<file path="config.mk">
export PLATFORM = sky130hd
export DESIGN_NAME = fpga_cam_ctrl
export DESIGN_NICKNAME = d
export VERILOG_FILES = /design/src/rtl/fpga_cam_ctrl.sv
export SDC_FILE = /design/constraint.sdc
export NUM_CORES = 1
export LEC_CHECK = 0
export ABC_CLOCK_PERIOD_IN_PS = 7200
export CORE_AREA = 2 2 149 151
export CTS_BUF_LIST = sky130_fd_sc_hd__clkbuf_8
export CTS_CLUSTER_DIAMETER = 120
export DETAILED_ROUTE_END_ITERATION = 8
export DIE_AREA = 0 0 151 153
export HOLD_SLACK_MARGIN = 0.05
export PLACE_DENSITY_LB_ADDON = 0.12
export REMOVE_ABC_BUFFERS = 1
export SYNTH_ARGS = -nofsm -noshare
export SYNTH_HDL_FRONTEND = slang
export SYNTH_SLANG_ARGS = --single-unit
export TNS_END_PERCENT = 1
</file>
<file path="constraint.sdc">
create_clock -name clk -period 7.2 [get_ports clk]
set_input_delay 1.44 -clock clk [delete_from_list [all_inputs] [get_ports clk]]
set_output_delay 1.44 -clock clk [all_outputs]
set_load 0.01 [all_outputs]
</file>
<file path="src/rtl/fpga_cam_ctrl.sv">
// Front-end scheduler for one fpga_cam: round-robin lookup arbitration, write
// interleaving with hazard spacing, and ID-tagged result return.
module fpga_cam_ctrl #(
  parameter int DEPTH     = 512,
  parameter int WIDTH     = 36,
  parameter int NREQ      = 4,
  parameter int LAT       = 4,
  parameter int WR_GAP    = 2,
  parameter int WR_STARVE = 8,
  localparam int AW = $clog2(DEPTH),
  localparam int IW = $clog2(NREQ),
  localparam int CW = $clog2(LAT + 3)
) (
  input  logic                  clk,
  input  logic                  rst_n,
  input  logic [NREQ-1:0]       lk_valid,
  input  logic [NREQ*WIDTH-1:0] lk_patt,
  output logic [NREQ-1:0]       lk_ready,
  input  logic                  wr_valid,
  input  logic [AW-1:0]         wr_addr,
  input  logic [WIDTH-1:0]      wr_patt,
  input  logic [WIDTH-1:0]      wr_mask,
  output logic                  wr_ready,
  output logic                  cam_wEn,
  output logic [AW-1:0]         cam_wAddr,
  output logic [WIDTH-1:0]      cam_wPatt,
  output logic [WIDTH-1:0]      cam_wMask,
  output logic [WIDTH-1:0]      cam_mPatt,
  input  logic                  cam_match,
  input  logic [AW-1:0]         cam_mAddr,
  output logic                  rsp_valid,
  output logic [IW-1:0]         rsp_id,
  output logic                  rsp_match,
  output logic [AW-1:0]         rsp_addr,
  output logic [CW-1:0]         inflight
);

  localparam int GW = $clog2(WR_GAP + 1);
  localparam int SW = $clog2(WR_STARVE + 1);

  typedef enum logic [1:0] {
    ST_IDLE = 2'd0,
    ST_WR   = 2'd1,
    ST_GAP  = 2'd2
  } state_t;

  state_t            state_r, state_nxt_s;
  logic [GW-1:0]     gap_r;
  logic [SW-1:0]     starve_r;
  logic [IW-1:0]     rr_ptr_r;
  logic [IW-1:0]     win_s;
  logic              win_found_s;
  logic [IW:0]       idx_s;
  logic              any_lk_s;
  logic              idle_s;
  logic              grant_wr_s;
  logic              grant_lk_s;
  logic [LAT:0]      tag_v_r;
  logic [IW-1:0]     tag_id_r [LAT+1];

  assign any_lk_s   = |lk_valid;
  assign idle_s     = rst_n && (state_r == ST_IDLE);
  // A pending lookup overrides the write once the starve counter saturates.
  assign grant_wr_s = idle_s && wr_valid && !(any_lk_s && (starve_r == SW'(WR_STARVE)));
  assign grant_lk_s = idle_s && any_lk_s && !grant_wr_s;
  assign wr_ready   = grant_wr_s;
  assign lk_ready   = grant_lk_s ? ({{(NREQ-1){1'b0}}, 1'b1} << win_s) : {NREQ{1'b0}};

  // Round-robin search: first asserted request at or after rr_ptr_r.
  always_comb begin
    win_s       = {IW{1'b0}};
    win_found_s = 1'b0;
    idx_s       = {(IW+1){1'b0}};
    for (int k = 0; k < NREQ; k++) begin
      idx_s = {1'b0, rr_ptr_r} + (IW+1)'(k);
      if (idx_s >= (IW+1)'(NREQ)) begin
        idx_s = idx_s - (IW+1)'(NREQ);
      end else begin
        idx_s = idx_s;
      end
      if (!win_found_s && lk_valid[idx_s[IW-1:0]]) begin
        win_s       = idx_s[IW-1:0];
        win_found_s = 1'b1;
      end else begin
        win_found_s = win_found_s;
      end
    end
  end

  // Next-state logic for the write/gap sequencer.
  always_comb begin
    state_nxt_s = state_r;
    case (state_r)
      ST_IDLE: begin
        if (grant_wr_s) state_nxt_s = ST_WR;
        else            state_nxt_s = ST_IDLE;
      end
      ST_WR:   state_nxt_s = ST_GAP;
      ST_GAP: begin
        if (gap_r == GW'(1)) state_nxt_s = ST_IDLE;
        else                 state_nxt_s = ST_GAP;
      end
      default: state_nxt_s = ST_IDLE;
    endcase
  end

  // Sequencer state, arbitration pointer and starvation counter.
  always_ff @(posedge clk) begin
    if (!rst_n) begin
      state_r  <= ST_IDLE;
      gap_r    <= {GW{1'b0}};
      starve_r <= {SW{1'b0}};
      rr_ptr_r <= {IW{1'b0}};
    end else begin
      state_r <= state_nxt_s;
      if (state_r == ST_WR)       gap_r <= GW'(WR_GAP);
      else if (state_r == ST_GAP) gap_r <= gap_r - GW'(1);
      else                        gap_r <= gap_r;
      if (grant_lk_s) begin
        starve_r <= {SW{1'b0}};
        rr_ptr_r <= (win_s == IW'(NREQ - 1)) ? {IW{1'b0}} : win_s + IW'(1);
      end else if (grant_wr_s && any_lk_s && (starve_r != SW'(WR_STARVE))) begin
        starve_r <= starve_r + SW'(1);
      end else begin
        starve_r <= starve_r;
      end
    end
  end

  // CAM write/lookup port registers.
  always_ff @(posedge clk) begin
    if (!rst_n) begin
      cam_wEn   <= 1'b0;
      cam_wAddr <= {AW{1'b0}};
      cam_wPatt <= {WIDTH{1'b0}};
      cam_wMask <= {WIDTH{1'b0}};
      cam_mPatt <= {WIDTH{1'b0}};
    end else begin
      cam_wEn <= grant_wr_s;
      if (grant_wr_s) begin
        cam_wAddr <= wr_addr;
        cam_wPatt <= wr_patt;
        cam_wMask <= wr_mask;
      end else begin
        cam_wAddr <= cam_wAddr;
      end
      if (grant_lk_s) cam_mPatt <= lk_patt[win_s*WIDTH +: WIDTH];
      else            cam_mPatt <= cam_mPatt;
    end
  end

  // Tag pipeline tracks each lookup through the CAM latency; tail gates the result capture.
  always_ff @(posedge clk) begin
    if (!rst_n) begin
      tag_v_r   <= {(LAT+1){1'b0}};
      for (int k = 0; k <= LAT; k++) tag_id_r[k] <= {IW{1'b0}};
      rsp_valid <= 1'b0;
      rsp_id    <= {IW{1'b0}};
      rsp_match <= 1'b0;
      rsp_addr  <= {AW{1'b0}};
      inflight  <= {CW{1'b0}};
    end else begin
      tag_v_r     <= {tag_v_r[LAT-1:0], grant_lk_s};
      tag_id_r[0] <= win_s;
      for (int k = 1; k <= LAT; k++) tag_id_r[k] <= tag_id_r[k-1];
      rsp_valid <= tag_v_r[LAT];
      rsp_id    <= tag_v_r[LAT] ? tag_id_r[LAT] : {IW{1'b0}};
      rsp_match <= tag_v_r[LAT] ? cam_match : 1'b0;
      rsp_addr  <= tag_v_r[LAT] ? cam_mAddr : {AW{1'b0}};
      case ({grant_lk_s, rsp_valid})
        2'b10:   inflight <= inflight + CW'(1);
        2'b01:   inflight <= inflight - CW'(1);
        default: inflight <= inflight;
      endcase
    end
  end

endmodule

</file>
==> results by group, run 1 <==
Outcome
  – Status: complete, no violations

Global routing
  – Grt total ovfl: 0
  – Routing usage on met1: 23.47%
  – Antenna violations before repair: 2
  – Top Usage Layer GRT: met2
  – GR Util met2: 34.46%
  – Largest net degree at the start of global routing: 101
  – Vias in the first global route: 6621
  – Global routing met3 resource utilization: 6.866%
  – Gr usage total: 20.22%
  – Global-route wire length before repair: 36.20 mm

Route
  – Initial drt markers: 238
  – DR vias/cell: 4.781
  – Antenna Nets Post-Route: 0
  – Final WL: 24.11 mm
  – Wire per inst: 16.78 um
  – DRC Markers: 0
  – DR vias: 6871
  – Drt pass-1 iters: 5

Clock network
  – CTS tree: done
  – Setup bufs post-CTS: 0
  – Clk buf depth: 2
  – Num CTS Buffers: 17
  – CTS H-Tree Depth: 4
  – Reg clk slew, reported paths: 0.09 ns
  – # clock sinks: 159
  – Clock insertion delay at the later pin of the skew report: 0.46 ns
  – CTS resizes: 0
  – CTS Hold Bufs: 0
  – Root buf cell: clkbuf_8

Power
  – Clk pwr share: 29.7%
  – Comb pwr share: 26.0%
  – Switching Fraction: 30.21%
  – Reg power frac: 44.4%
  – Power density over cell area: 197.4 nW/um2
  – Leakage power: 0.004394 uW
  – PnR Total Power: 2224 uW
  – Sw Pwr: 671.9 uW
  – P_int: 1552 uW
  – Peak VDD IR: 85.23 uV

Worst setup path
  – CP top delay family: buffers and inverters
  – Worst Path Buf+Inv: 4
  – Slowest CP cell: clkdlybuf4s50_1
  – CP peak stage delay: 0.54 ns
  – Crit-path cells: clkdlybuf4s50_1 > nor2_1 > or4_1 > buf_4 > nand2_4 > inv_2 > ha_1 > and3_1 > clkdlybuf4s50_1
  – CP arrival: 3.91 ns
  – Startpoint types: input port
  – Cell mode on critical path: clkdlybuf4s50_1
  – CP required: 5.76 ns
  – CP endpoint kind: output pin
  – Critical Path Fanout Max: 36
  – Critical path class: input port to output pin

Timing
  – Endpoints failing hold: 0
  – RSZ-0062 raised after global routing: false
  – Fmax: 186.8 MHz
  – Setup TNS: 0 ns
  – Final worst slack: 1.846 ns
  – Post-Route Skew: 0.02475 ns
  – Slew Limit Fails: 0
  – Clock period minus worst slack: 5.354 ns
  – Max_slew headroom: 25.31%
  – Slew of the pin with the lowest slew margin: 1.118 ns
  – # setup viols final: 0
  – Crit share post-route: 74.37%

Die
  – Die W: 151 um
  – Core Rows: 54
  – Die Area: 23100 um2
  – Top Ports: 381
  – Core ar.: 21490 um2
  – Die Y: 153 um
  – Starting Density: 32.79%

Synthesis
  – Top FF cell, synth: dfxtp_1
  – Sequential area share after synthesis: 45.18%
  – Most common cell in the netlist: nand2_1
  – EDFF count, synth: 0
  – Post-Syn Area: 7046 um2
  – Top post-synthesis cells by area: dfxtp_1 (45%), nand2_1 (11%), o21ai_0 (6.7%), mux2i_1 (5.4%), o211ai_2 (5.3%)
  – Flops & latches, synth: 159
  – Count of cell types in the netlist: 46
  – Mean Syn Cell Area: 8.829 um2
  – Syn. warnings: 0
  – Post-Synthesis Cells: 798
  – Leading area contributor after synthesis: dfxtp_1
  – Synth cell count leaders: nand2_1 (206), dfxtp_1 (159), o21ai_0 (94)
  – Fraction of registers with async set/reset: 0%
  – Top-area cell type share of the netlist area: 45.18%

Cells and area
  – Fin area: 11270 um2
  – Total Nets Final: 1396
  – Fill cells: 2044
  – Fraction of layout cells with a size suffix above 1: 9.524%
  – Layout area overhead: 59.97%

Place
  – GP Congestion: 0.7906
  – Detailed placement HPWL: 17.59 mm
  – Pre-CTS WS: 1.853 ns
  – Dpl cell area: 10880 um2
  – PortBufs: 380

Run
  – Max_cap viols: 0

Hold path
  – Min-delay worst type: flip-flop to flip-flop
layer usage:
layer / wire (um) / up-vias
li1: - / 3424
met1: 9695 / 3144
met2: 11620 / 277
met3: 2362 / 26
met4: 430 / 0
met5: 0 / -
logic make-up after synthesis:
kind of cell,share of synthesized area (%)
AO/OA/AOI/OAI,20.88
XOR/XNOR,0.7459
adder cells (fa/ha/maj),2.238
buffers and inverters,6.411
flip-flops,45.18
multiplexers,5.399
AND/OR/NAND/NOR,19.14
power by group through the flow:
stage,Sequential [uW],Clock [uW],Combinational [uW]
finish,987,660,577
CTS,988,682,585
global route,997,718,624
detailed placement,1010,0,582
global placement,1010,0,577
floorplan,1030,0,206
state kept, by name, summed over array words and instances, names as in the netlist, 2 cells and up:
signal	flops
rsp_id	2
cam_wAddr	9
gap_r	2
state_r	2
inflight	3
rsp_addr	9
starve_r	4
rr_ptr_r	2
cam_mPatt	36
cam_wMask	36
tag_v_r	5
cam_wPatt	36
tag_id_r	10
layout by cell type, fill, tap and decap left out, types with 2 or more instances in the layout:
master / synthesis / final
nand2_1: 206 / 206
a21oi_4: 2 / 2
clkdlybuf4s50_1: 0 / 379
diode_2: 0 / 2
nor2_1: 11 / 11
clkbuf_8: 0 / 17
inv_6: 0 / 5
o21ai_1: 26 / 26
and2_1: 14 / 14
or4_1: 2 / 2
nor2b_1: 2 / 2
nor3b_1: 2 / 2
a211o_1: 6 / 6
nand2b_1: 2 / 2
a211o_2: 29 / 29
buf_4: 0 / 10
nand3_1: 36 / 36
mux2i_1: 38 / 38
dfxtp_1: 159 / 159
ha_1: 11 / 11
o211ai_2: 30 / 30
xor2_1: 4 / 4
o211ai_1: 5 / 5
inv_1: 10 / 12
o21ai_0: 94 / 94
and3_1: 16 / 16
inv_8: 0 / 3
xnor2_1: 2 / 2
a21oi_1: 8 / 8
clkinv_4: 0 / 3
final cells by class:
cell class	instances	area, um2	area share, %
diodes	2	5.005	0.04441
clock buffers	17	234.0	2.076
clock inverters	15	148.9	1.321
inverters	13	61.31	0.5440
multi-input cells	562	3420	30.34
flip-flops and latches	159	3183	28.24
well taps	280	350.3	3.108
repair buffers	389	3869	34.33
path summary, 6_finish.rpt:
kind | start | to | slack, ns | cells past startpoint
worst max-delay path | lk_valid[1] | lk_ready[0] | 1.85 | 9
worst min-delay path | tag_id_r[0][0]$_SDFF_PN0_ | tag_id_r[1][0]$_SDFF_PN0_ | 0.43 | 1
worst max register to register | state_r[0]$_SDFF_PN0_ | cam_wPatt[34]$_SDFFE_PN0N_ | 4.26 | 7
worst min register to register | tag_id_r[0][0]$_SDFF_PN0_ | tag_id_r[1][0]$_SDFF_PN0_ | 0.43 | 1
per-stage QoR:
step	util, %	std cells	hold slack [ns]
after floorplan	-	734	0.4118
after global placement	50.65	1403	0.4137
after detailed placement	50.65	1403	0.4169
after CTS	52.43	1435	0.4292
after global routing	52.46	1437	0.4348
final	52.46	1437	0.4295
Note: power is estimated with default switching activity, not from simulation.
==> run 2: changes to the inputs <==
ABC_CLOCK_PERIOD_IN_PS = 5000   (was 7200)
clock period = 5 ns   (was 7.2 ns; I/O delays follow)
==> results by group, run 2 (same netlist as run 1, synthesis figures left out) <==
Timing
  – Max_slew headroom: 29.67%
  – Slew of the pin with the lowest slew margin: 1.055 ns
  – Fmax: 236.8 MHz
  – Slew Limit Fails: 0
  – Clock period minus worst slack: 4.223 ns
  – Setup TNS: 0 ns
  – Post-Route Skew: 0.02018 ns
  – # setup viols final: 0
  – Crit share post-route: 84.46%
  – RSZ-0062 raised after global routing: false
  – Endpoints failing hold: 0

Global routing
  – Global-route wire length before repair: 36.67 mm
  – Vias in the first global route: 6496
  – Gr usage total: 20.47%
  – Grt total ovfl: 0
  – Largest net degree at the start of global routing: 104
  – Antenna violations before repair: 2

Die
  – Die W: 151 um
  – Core Rows: 54
  – Die Area: 23100 um2
  – Core ar.: 21490 um2
  – Starting Density: 32.79%
  – Die Y: 153 um
  – Top Ports: 381

Worst setup path
  – CP peak stage delay: 0.59 ns
  – Worst Path Buf+Inv: 3
  – CP top delay family: buffers and inverters
  – CP required: 4.00 ns
  – Critical path class: input port to output pin
  – CP arrival: 3.22 ns
  – Startpoint types: input port
  – Cell mode on critical path: clkdlybuf4s50_1
  – Slowest CP cell: or4_1
  – Critical Path Fanout Max: 6
  – CP endpoint kind: output pin
  – Crit-path cells: clkdlybuf4s50_1 > nor2_1 > or4_1 > nand2_4 > inv_2 > ha_1 > and3_1 > clkdlybuf4s50_1

Route
  – DRC Markers: 0
  – Final WL: 24.21 mm
  – Initial drt markers: 270
  – DR vias: 6770
  – Antenna Nets Post-Route: 0
  – DR vias/cell: 4.708
  – Drt pass-1 iters: 5
  – Wire per inst: 16.83 um

Cells and area
  – Commonest non-fill, non-tap cell in the layout: clkdlybuf4s50_1
  – Layout area overhead: 60.18%
  – Fill cells: 2059
  – Regs by FF count: cam_mPatt (36), cam_wMask (36), cam_wPatt (36)
  – Seq. cell area: 3183 um2
  – Total Nets Final: 1397
  – Fraction of layout cells with a size suffix above 1: 9.775%
  – Most frequent cells in the layout: clkdlybuf4s50_1 (379), nand2_1 (206), dfxtp_1 (159)
  – Multi-input logic area: 3420 um2

Power
  – Leakage power: 0.004399 uW
  – PnR Total Power: 3200 uW
  – Peak VDD IR: 127.9 uV
  – Power density over cell area: 283.6 nW/um2

Run
  – Max_cap viols: 0

Clock network
  – # clock sinks: 159
  – Root buf cell: clkbuf_8
  – CTS resizes: 0
  – Setup bufs post-CTS: 0
  – CTS H-Tree Depth: 4
  – CTS Hold Bufs: 0
  – Reg clk slew, reported paths: 0.10 ns
  – Clock insertion delay at the later pin of the skew report: 0.45 ns
  – Num CTS Buffers: 17
  – Clk buf depth: 2
  – CTS tree: done

Place
  – Detailed placement HPWL: 17.48 mm
  – GP Congestion: 0.7945
  – PortBufs: 380

Hold path
  – Min-delay worst type: flip-flop to flip-flop

Outcome
  – Status: complete, no violations
## run 2: metal layers
| layer | up-vias | wire length, um | track usage [%] |
|---|---|---|---|
| met3 | 19 | 2595 | 8.597 |
| met1 | 3041 | 9714 | 23.29 |
| li1 | 3435 | - | - |
| met4 | 0 | 433 | 6.008 |
| met5 | - | 0 | 0 |
| met2 | 275 | 11470 | 34.85 |
## run 2: worst paths after layout
check / from / endpoint / slack, ns / cells past startpoint
worst min-delay path: tag_id_r[1][1]$_SDFF_PN0_ / tag_id_r[2][1]$_SDFF_PN0_ / 0.43 / 1
worst min register to register: tag_id_r[1][1]$_SDFF_PN0_ / tag_id_r[2][1]$_SDFF_PN0_ / 0.43 / 1
worst max register to register: starve_r[0]$_SDFFE_PP0P_ / inflight[2]$_SDFFE_PN0P_ / 2.15 / 12
worst max-delay path: lk_valid[1] / lk_ready[0] / 0.78 / 8
## run 2: stage by stage
stage,util (%),worst slack (ns),instances,hold slack [ns],instance area (um2)
final,52.53,0.7772,1438,0.4268,11290
after global routing,52.53,0.6891,1438,0.4497,11290
after CTS,52.50,0.7797,1436,0.4301,11280
after detailed placement,50.69,0.7784,1404,0.4181,10890
after global placement,50.69,0.7938,1404,0.4145,10890
after floorplan,-,0.4880,734,0.4118,6655
## run 2: layout make-up
type / instances / area share, %
timing repair buffer: 390 / 34.35
multi-input combinational: 562 / 30.30
sequential: 159 / 28.20
tap: 280 / 3.104
clock buffer: 18 / 2.195
clock inverter: 14 / 1.264
inverter: 13 / 0.5432
antenna: 2 / 0.04435
## run 2: report_power, final
group / internal, uW / switching (uW) / total, uW
clock: 388 / 557 / 945
combinational: 458 / 377 / 835
sequential: 1370 / 52.6 / 1420
